===== config.mk =====
export PLATFORM = sky130hd
export DESIGN_NAME = rocket_core_seq
export DESIGN_NICKNAME = d
export VERILOG_FILES = /design/src/rtl/rocket_core_seq_pkg.sv /design/src/rtl/rocket_core_seq_util_sync.sv /design/src/rtl/rocket_core_seq.sv
export SDC_FILE = /design/constraint.sdc
export NUM_CORES = 1
export LEC_CHECK = 0
export ABC_CLOCK_PERIOD_IN_PS = 1100
export CAP_MARGIN = 20
export CELL_PAD_IN_SITES_DETAIL_PLACEMENT = 1
export CELL_PAD_IN_SITES_GLOBAL_PLACEMENT = 1
export CORE_MARGIN = 5
export CORE_UTILIZATION = 32
export DETAILED_ROUTE_END_ITERATION = 8
export PLACE_DENSITY = 0.69
export SETUP_SLACK_MARGIN = 0.3
export SYNTH_ARGS = -nofsm -noshare
export SYNTH_HDL_FRONTEND = slang
export SYNTH_SLANG_ARGS = --single-unit

===== constraint.sdc =====
create_clock -name clk_i -period 1.1 [get_ports clk_i]
set_clock_uncertainty 0.1 [all_clocks]
set_input_delay 0.11 -clock clk_i [delete_from_list [all_inputs] [get_ports clk_i]]
set_output_delay 0.11 -clock clk_i [all_outputs]
set_load 0.02 [all_outputs]

===== src/rtl/rocket_core_seq_pkg.sv =====
// Shared state encoding and timeout defaults for the core sequencer.
package rocket_core_seq_pkg;

    localparam int unsigned TIMEOUT_W_DEF      = 16;
    localparam int unsigned TIMEOUT_CYCLES_DEF = 1000;

    typedef enum logic [2:0] {
        ST_OFF      = 3'd0,
        ST_STARTING = 3'd1,
        ST_RUN      = 3'd2,
        ST_HALTING  = 3'd3,
        ST_STOPPING = 3'd4
    } state_e;

    function automatic logic core_en_of(input state_e s);
        return (s == ST_STARTING) || (s == ST_RUN) || (s == ST_HALTING);
    endfunction

    function automatic logic busy_of(input state_e s);
        return (s == ST_STARTING) || (s == ST_HALTING) || (s == ST_STOPPING);
    endfunction

endpackage


===== src/rtl/rocket_core_seq_util_sync.sv =====
// util_sync: two-flop synchronizer with configurable reset value.
module util_sync #(
    parameter logic RESET_VAL = 1'b0
) (
    input  logic clk_i,
    input  logic rst_ni,
    input  logic d_i,
    output logic q_o
);

    logic [1:0] ff_q;

    always_ff @(posedge clk_i or negedge rst_ni) begin
        if (!rst_ni) begin
            ff_q <= {2{RESET_VAL}};
        end else begin
            ff_q <= {ff_q[0], d_i};
        end
    end

    assign q_o = ff_q[1];

endmodule


===== src/rtl/rocket_core_seq.sv =====
// Core power-up/halt/stop sequencer with registered outputs.
// Define ROCKET_CORE_SEQ_TIMEOUT_EN to enable the halt-acknowledge timeout.
module rocket_core_seq
    import rocket_core_seq_pkg::*;
#(
    parameter int unsigned          TIMEOUT_W      = TIMEOUT_W_DEF,
    parameter logic [TIMEOUT_W-1:0] TIMEOUT_CYCLES = TIMEOUT_W'(TIMEOUT_CYCLES_DEF)
) (
    input  logic clk_i,
    input  logic reset_n_i,
    input  logic start_i,
    input  logic stop_i,
    output logic core_en_o,
    input  logic core_reset_n_i,
    output logic core_halt_req_o,
    input  logic core_halted_i,
    output logic running_o,
    output logic busy_o,
    output logic timeout_o
);

    state_e state_q, state_d;
    logic   core_en_q, halt_req_q, running_q, busy_q;
    logic   timeout_q, timeout_d;
    logic   core_rst_sync, core_hlt_sync;

    util_sync #(.RESET_VAL(1'b0)) u_sync_rst (
        .clk_i  (clk_i),
        .rst_ni (reset_n_i),
        .d_i    (core_reset_n_i),
        .q_o    (core_rst_sync)
    );

    util_sync #(.RESET_VAL(1'b0)) u_sync_hlt (
        .clk_i  (clk_i),
        .rst_ni (reset_n_i),
        .d_i    (core_halted_i),
        .q_o    (core_hlt_sync)
    );

`ifdef ROCKET_CORE_SEQ_TIMEOUT_EN
    logic [TIMEOUT_W-1:0] cnt_q, cnt_d;
    logic                 expired;

    assign expired = (cnt_q == TIMEOUT_CYCLES - TIMEOUT_W'(1));

    // Counter idles at zero outside HALTING, so entry always starts from 0.
    always_comb begin
        cnt_d = '0;
        if (state_q == ST_HALTING) begin
            cnt_d = cnt_q;
            if (cnt_q != '1) begin
                cnt_d = cnt_q + TIMEOUT_W'(1);
            end
        end
    end
`else
    logic expired;
    logic unused_cfg;

    assign expired    = 1'b0;
    assign unused_cfg = ^TIMEOUT_CYCLES;
`endif

    always_comb begin
        state_d   = state_q;
        timeout_d = timeout_q;
        unique case (state_q)
            ST_OFF: begin
                if (start_i) begin
                    state_d   = ST_STARTING;
                    timeout_d = 1'b0;
                end
            end
            ST_STARTING: begin
                if (stop_i) begin
                    state_d = ST_STOPPING;
                end else if (core_rst_sync) begin
                    state_d = ST_RUN;
                end
            end
            ST_RUN: begin
                if (stop_i) begin
                    state_d = ST_HALTING;
                end
            end
            ST_HALTING: begin
                if (core_hlt_sync) begin
                    state_d = ST_STOPPING;
                end else if (expired) begin
                    state_d   = ST_STOPPING;
                    timeout_d = 1'b1;
                end
            end
            ST_STOPPING: begin
                if (!core_rst_sync) begin
                    state_d = ST_OFF;
                end
            end
            default: state_d = ST_OFF;
        endcase
    end

    // Outputs are decoded from the next state so they land with the transition.
    always_ff @(posedge clk_i or negedge reset_n_i) begin
        if (!reset_n_i) begin
            state_q    <= ST_OFF;
            core_en_q  <= 1'b0;
            halt_req_q <= 1'b0;
            running_q  <= 1'b0;
            busy_q     <= 1'b0;
            timeout_q  <= 1'b0;
`ifdef ROCKET_CORE_SEQ_TIMEOUT_EN
            cnt_q      <= '0;
`endif
        end else begin
            state_q    <= state_d;
            core_en_q  <= core_en_of(state_d);
            halt_req_q <= (state_d == ST_HALTING);
            running_q  <= (state_d == ST_RUN);
            busy_q     <= busy_of(state_d);
            timeout_q  <= timeout_d;
`ifdef ROCKET_CORE_SEQ_TIMEOUT_EN
            cnt_q      <= cnt_d;
`endif
        end
    end

    assign core_en_o       = core_en_q;
    assign core_halt_req_o = halt_req_q;
    assign running_o       = running_q;
    assign busy_o          = busy_q;
    assign timeout_o       = timeout_q;

endmodule


==> flow_summary.toml <==
[worst_setup_path]
timing.critical_path.cells = "buf_6 > nand2b_4 > a31oi_4 > a221o_1"
max_stage_delay_ns = 0.46
startpoint_type = "flop"
highest_net_fanout_along_the_worst_path = 5
crit_path_end_kind = "flop"
critPathSlowestCell = "sky130_fd_sc_hd__dfrtp_2"
cp_data_arrival_time_ns = 1.36
crit_family = "flip-flops"
required_ns = 1.14
critical_path.n_buffers_inverters = 1
path_class = "flop to flop"

[timing]
final_setup_fails = 7
grt_setup_unrepaired = "yes"
max_freq_ghz = 0.7581
final-hold-violation-count = 0
timing.final.crit_share_pct = 119.9
min_period_ns = 1.319
slew_violations = 0
finalWorstSetupSlack_ns = -0.2192
hold-worst-slack_ns = 0.04152

[clock_network]
clock-root-buffer = "sky130_fd_sc_hd__clkbuf_4"
clkSlewWorstSetupHoldPaths_ns = 0.07
clkLatencyLatePin_ns = 0.26
cts_tree = "built"
cts.sinks = 11
cts_max_level = 1
total_clock_buffers_created_by_cts = 3
cts.path.max_buffers = 2
cts_hold_buf = 0

[layout]
drive_gt1_share_pct = 59.32
area_delta_synth_final_pct = 59.84
finalNetCount = 66
insertedDiodeCount = 0
finish.utilization_pct = 55.63

[detailed_routing]
antenna_violating_nets_post_route = 0
drt-wirelength-per-cell_um = 16.69
vias_per_cell = 4.892
vias = 362
routed_wl_mm = 1.235
drt-pass1-iter-count = 4
drt_iter0_drc = 2
drc = 0

[global_route]
grt-ovfl-total = 0
grt.met1_usage_pct = 14.48
use_met3_pct = 4.887
grt_start_max_net_pins = 12
first_global_vias = 409
globalRoute.busiestLayer = "met2"
initial_antenna_violation_count = 0
wire_length_of_the_first_global_routing_pass_mm = 2.014
globalRouteTotalUtil_pct = 13.55
use_met2_pct = 22.69

[floorplan]
die_area_um2 = 2312
floorplan.io_pins = 11
coreArea_um2 = 1334
fp-row-count = 13
initial_core_util_pct = 34.80
chipWidth_um = 48.09
die_height_um = 48.09

[run_status]
run_status = "finished with violations"
violated_checks = "setup timing"

[logic_synthesis]
async_set_reset_flop_share_out_of_synthesis_pct = 100.0
yosys_most_used_dff = "sky130_fd_sc_hd__dfrtp_1"
netlist_instances = 36
synth-edff-count = 0
synth_seq_area_share_pct = 59.30
synth_fp_nets = 42
postSynthAreaPerCell_um2 = 12.89
yosys_warnings = 0
post_synth_num_cell_types = 23
most_frequent_cells_after_synthesis = "sky130_fd_sc_hd__dfrtp_1, sky130_fd_sc_hd__nand2_1, sky130_fd_sc_hd__inv_1"
yosys-top-cells-area = "sky130_fd_sc_hd__dfrtp_1, sky130_fd_sc_hd__a31oi_4, sky130_fd_sc_hd__nand2b_4"
synth_area_leader_cell = "sky130_fd_sc_hd__dfrtp_1"
yosys_register_bits = 11
synth_most_common_cell = "sky130_fd_sc_hd__dfrtp_1"
netlist_area_um2 = 464.2
synthDominantCellAreaShare_pct = 59.30

[power_and_ir_drop]
leakage_nw = 0.3474
pwr_density_cell_nw_per_um2 = 2730
design_power_total_mw = 2.025
peakVddDrop_uv = 1260

[run]
maxCapViolCount = 0

[place]
numPortBuffers = 9
gp_routability_congestion = 0.8341
dpl.hpwl_um = 776.8

[worst_hold_path]
timing.hold.worst.class = "input pin to asynchronous set/reset pin"
-- cells in the final DEF, fill, tap and decap left out --
master	instances
sky130_fd_sc_hd__and3b_1	1
sky130_fd_sc_hd__nand2_1	3
sky130_fd_sc_hd__a21bo_2	1
sky130_fd_sc_hd__dlygate4sd2_1	1
sky130_fd_sc_hd__o21a_4	1
sky130_fd_sc_hd__nor4bb_4	1
sky130_fd_sc_hd__nor2_2	1
sky130_fd_sc_hd__buf_6	6
sky130_fd_sc_hd__conb_1	1
sky130_fd_sc_hd__a21o_1	1
sky130_fd_sc_hd__clkbuf_1	1
sky130_fd_sc_hd__o21bai_2	1
sky130_fd_sc_hd__clkdlybuf4s50_1	4
sky130_fd_sc_hd__buf_4	10
sky130_fd_sc_hd__inv_1	1
sky130_fd_sc_hd__a21boi_2	1
sky130_fd_sc_hd__dfrtp_1	9
sky130_fd_sc_hd__dfrtp_2	2
sky130_fd_sc_hd__a31oi_4	1
sky130_fd_sc_hd__a221o_1	1
sky130_fd_sc_hd__nor3_2	1
sky130_fd_sc_hd__nand2b_4	2
sky130_fd_sc_hd__o22ai_2	1
sky130_fd_sc_hd__clkbuf_4	3
sky130_fd_sc_hd__o21ai_4	1
sky130_fd_sc_hd__a21oi_1	1
sky130_fd_sc_hd__and2_2	1
sky130_fd_sc_hd__inv_2	1
-- power breakdown --
part / switching, mW / internal, mW
clock network: 0.130 / 0.140
registers: 0.129 / 0.535
logic: 0.467 / 0.625
total: 0.726 / 1.30
-- area by class of cell --
type	count	area [um2]
flip-flops and latches	11	277.8
multi-input cells	21	220.2
inverters	2	7.507
clock buffers	4	26.28
fillers	140	591.8
well taps	15	18.77
repair buffers	21	191.4
-- flip-flops by register name, summed over array words and instances (netlist names) --
register and count:
busy_o 1, core_en_o 1, core_halt_req_o 1, running_o 1, state_q 3, u_sync_hlt.ff_q 2
u_sync_rst.ff_q 2
-- timing repair --
item                                    in CTS  in global routing
endpoints found under the setup margin      11                 11
resized for setup                           37                  4
pin swaps                                    5                  0
setup buffers                                4                  3
-- metal layers --
layer / up-vias / part of all wire, %
met1: 178 / 38
met5: - / 0
met3: 4 / 5.9
li1: 168 / -
met4: 0 / 2.9
met2: 12 / 53
-- through the flow --
step / instances / TNS [ns] / cell area, um2 / worst slack, ns
finish: 74 / -1.125 / 742.0 / -0.2192
global route: 74 / -1.481 / 742.0 / -0.2627
CTS: 71 / -1.002 / 708.2 / -0.2084
detailed placement: 63 / -2.172 / 599.3 / -0.3968
global placement: 63 / -1.760 / 599.3 / -0.3455
floorplan: 36 / -0.3552 / 471.7 / -0.1347
-- kinds of logic (layout without fill, tap and decap cells) --
logic type	after synthesis	in the layout	share of synthesized area [%]
buffers and inverters	4	27	5.661
AO/OA/AOI/OAI	10	10	19.95
other	1	1	0.8078
flip-flops	11	11	59.30
AND/OR/NAND/NOR	10	10	14.28
-- path summary, 6_finish.rpt --
| path | to | slack, ns | cells after the start | start |
|---|---|---|---|---|
| max reg2reg | busy_o | -0.22 | 4 | state_q[0] |
| max in group asynchronous | state_q[1] | 0.70 | 2 | reset_n_i |
| max | busy_o | -0.22 | 4 | state_q[0] |
| min reg2reg | u_sync_hlt.ff_q[1] | 0.26 | 0 | u_sync_hlt.ff_q[0] |
| min in group clk_i | u_sync_rst.ff_q[0] | 0.19 | 1 | core_reset_n_i |
| min | state_q[2] | 0.04 | 2 | reset_n_i |
Power figures use the tool's default switching activity.
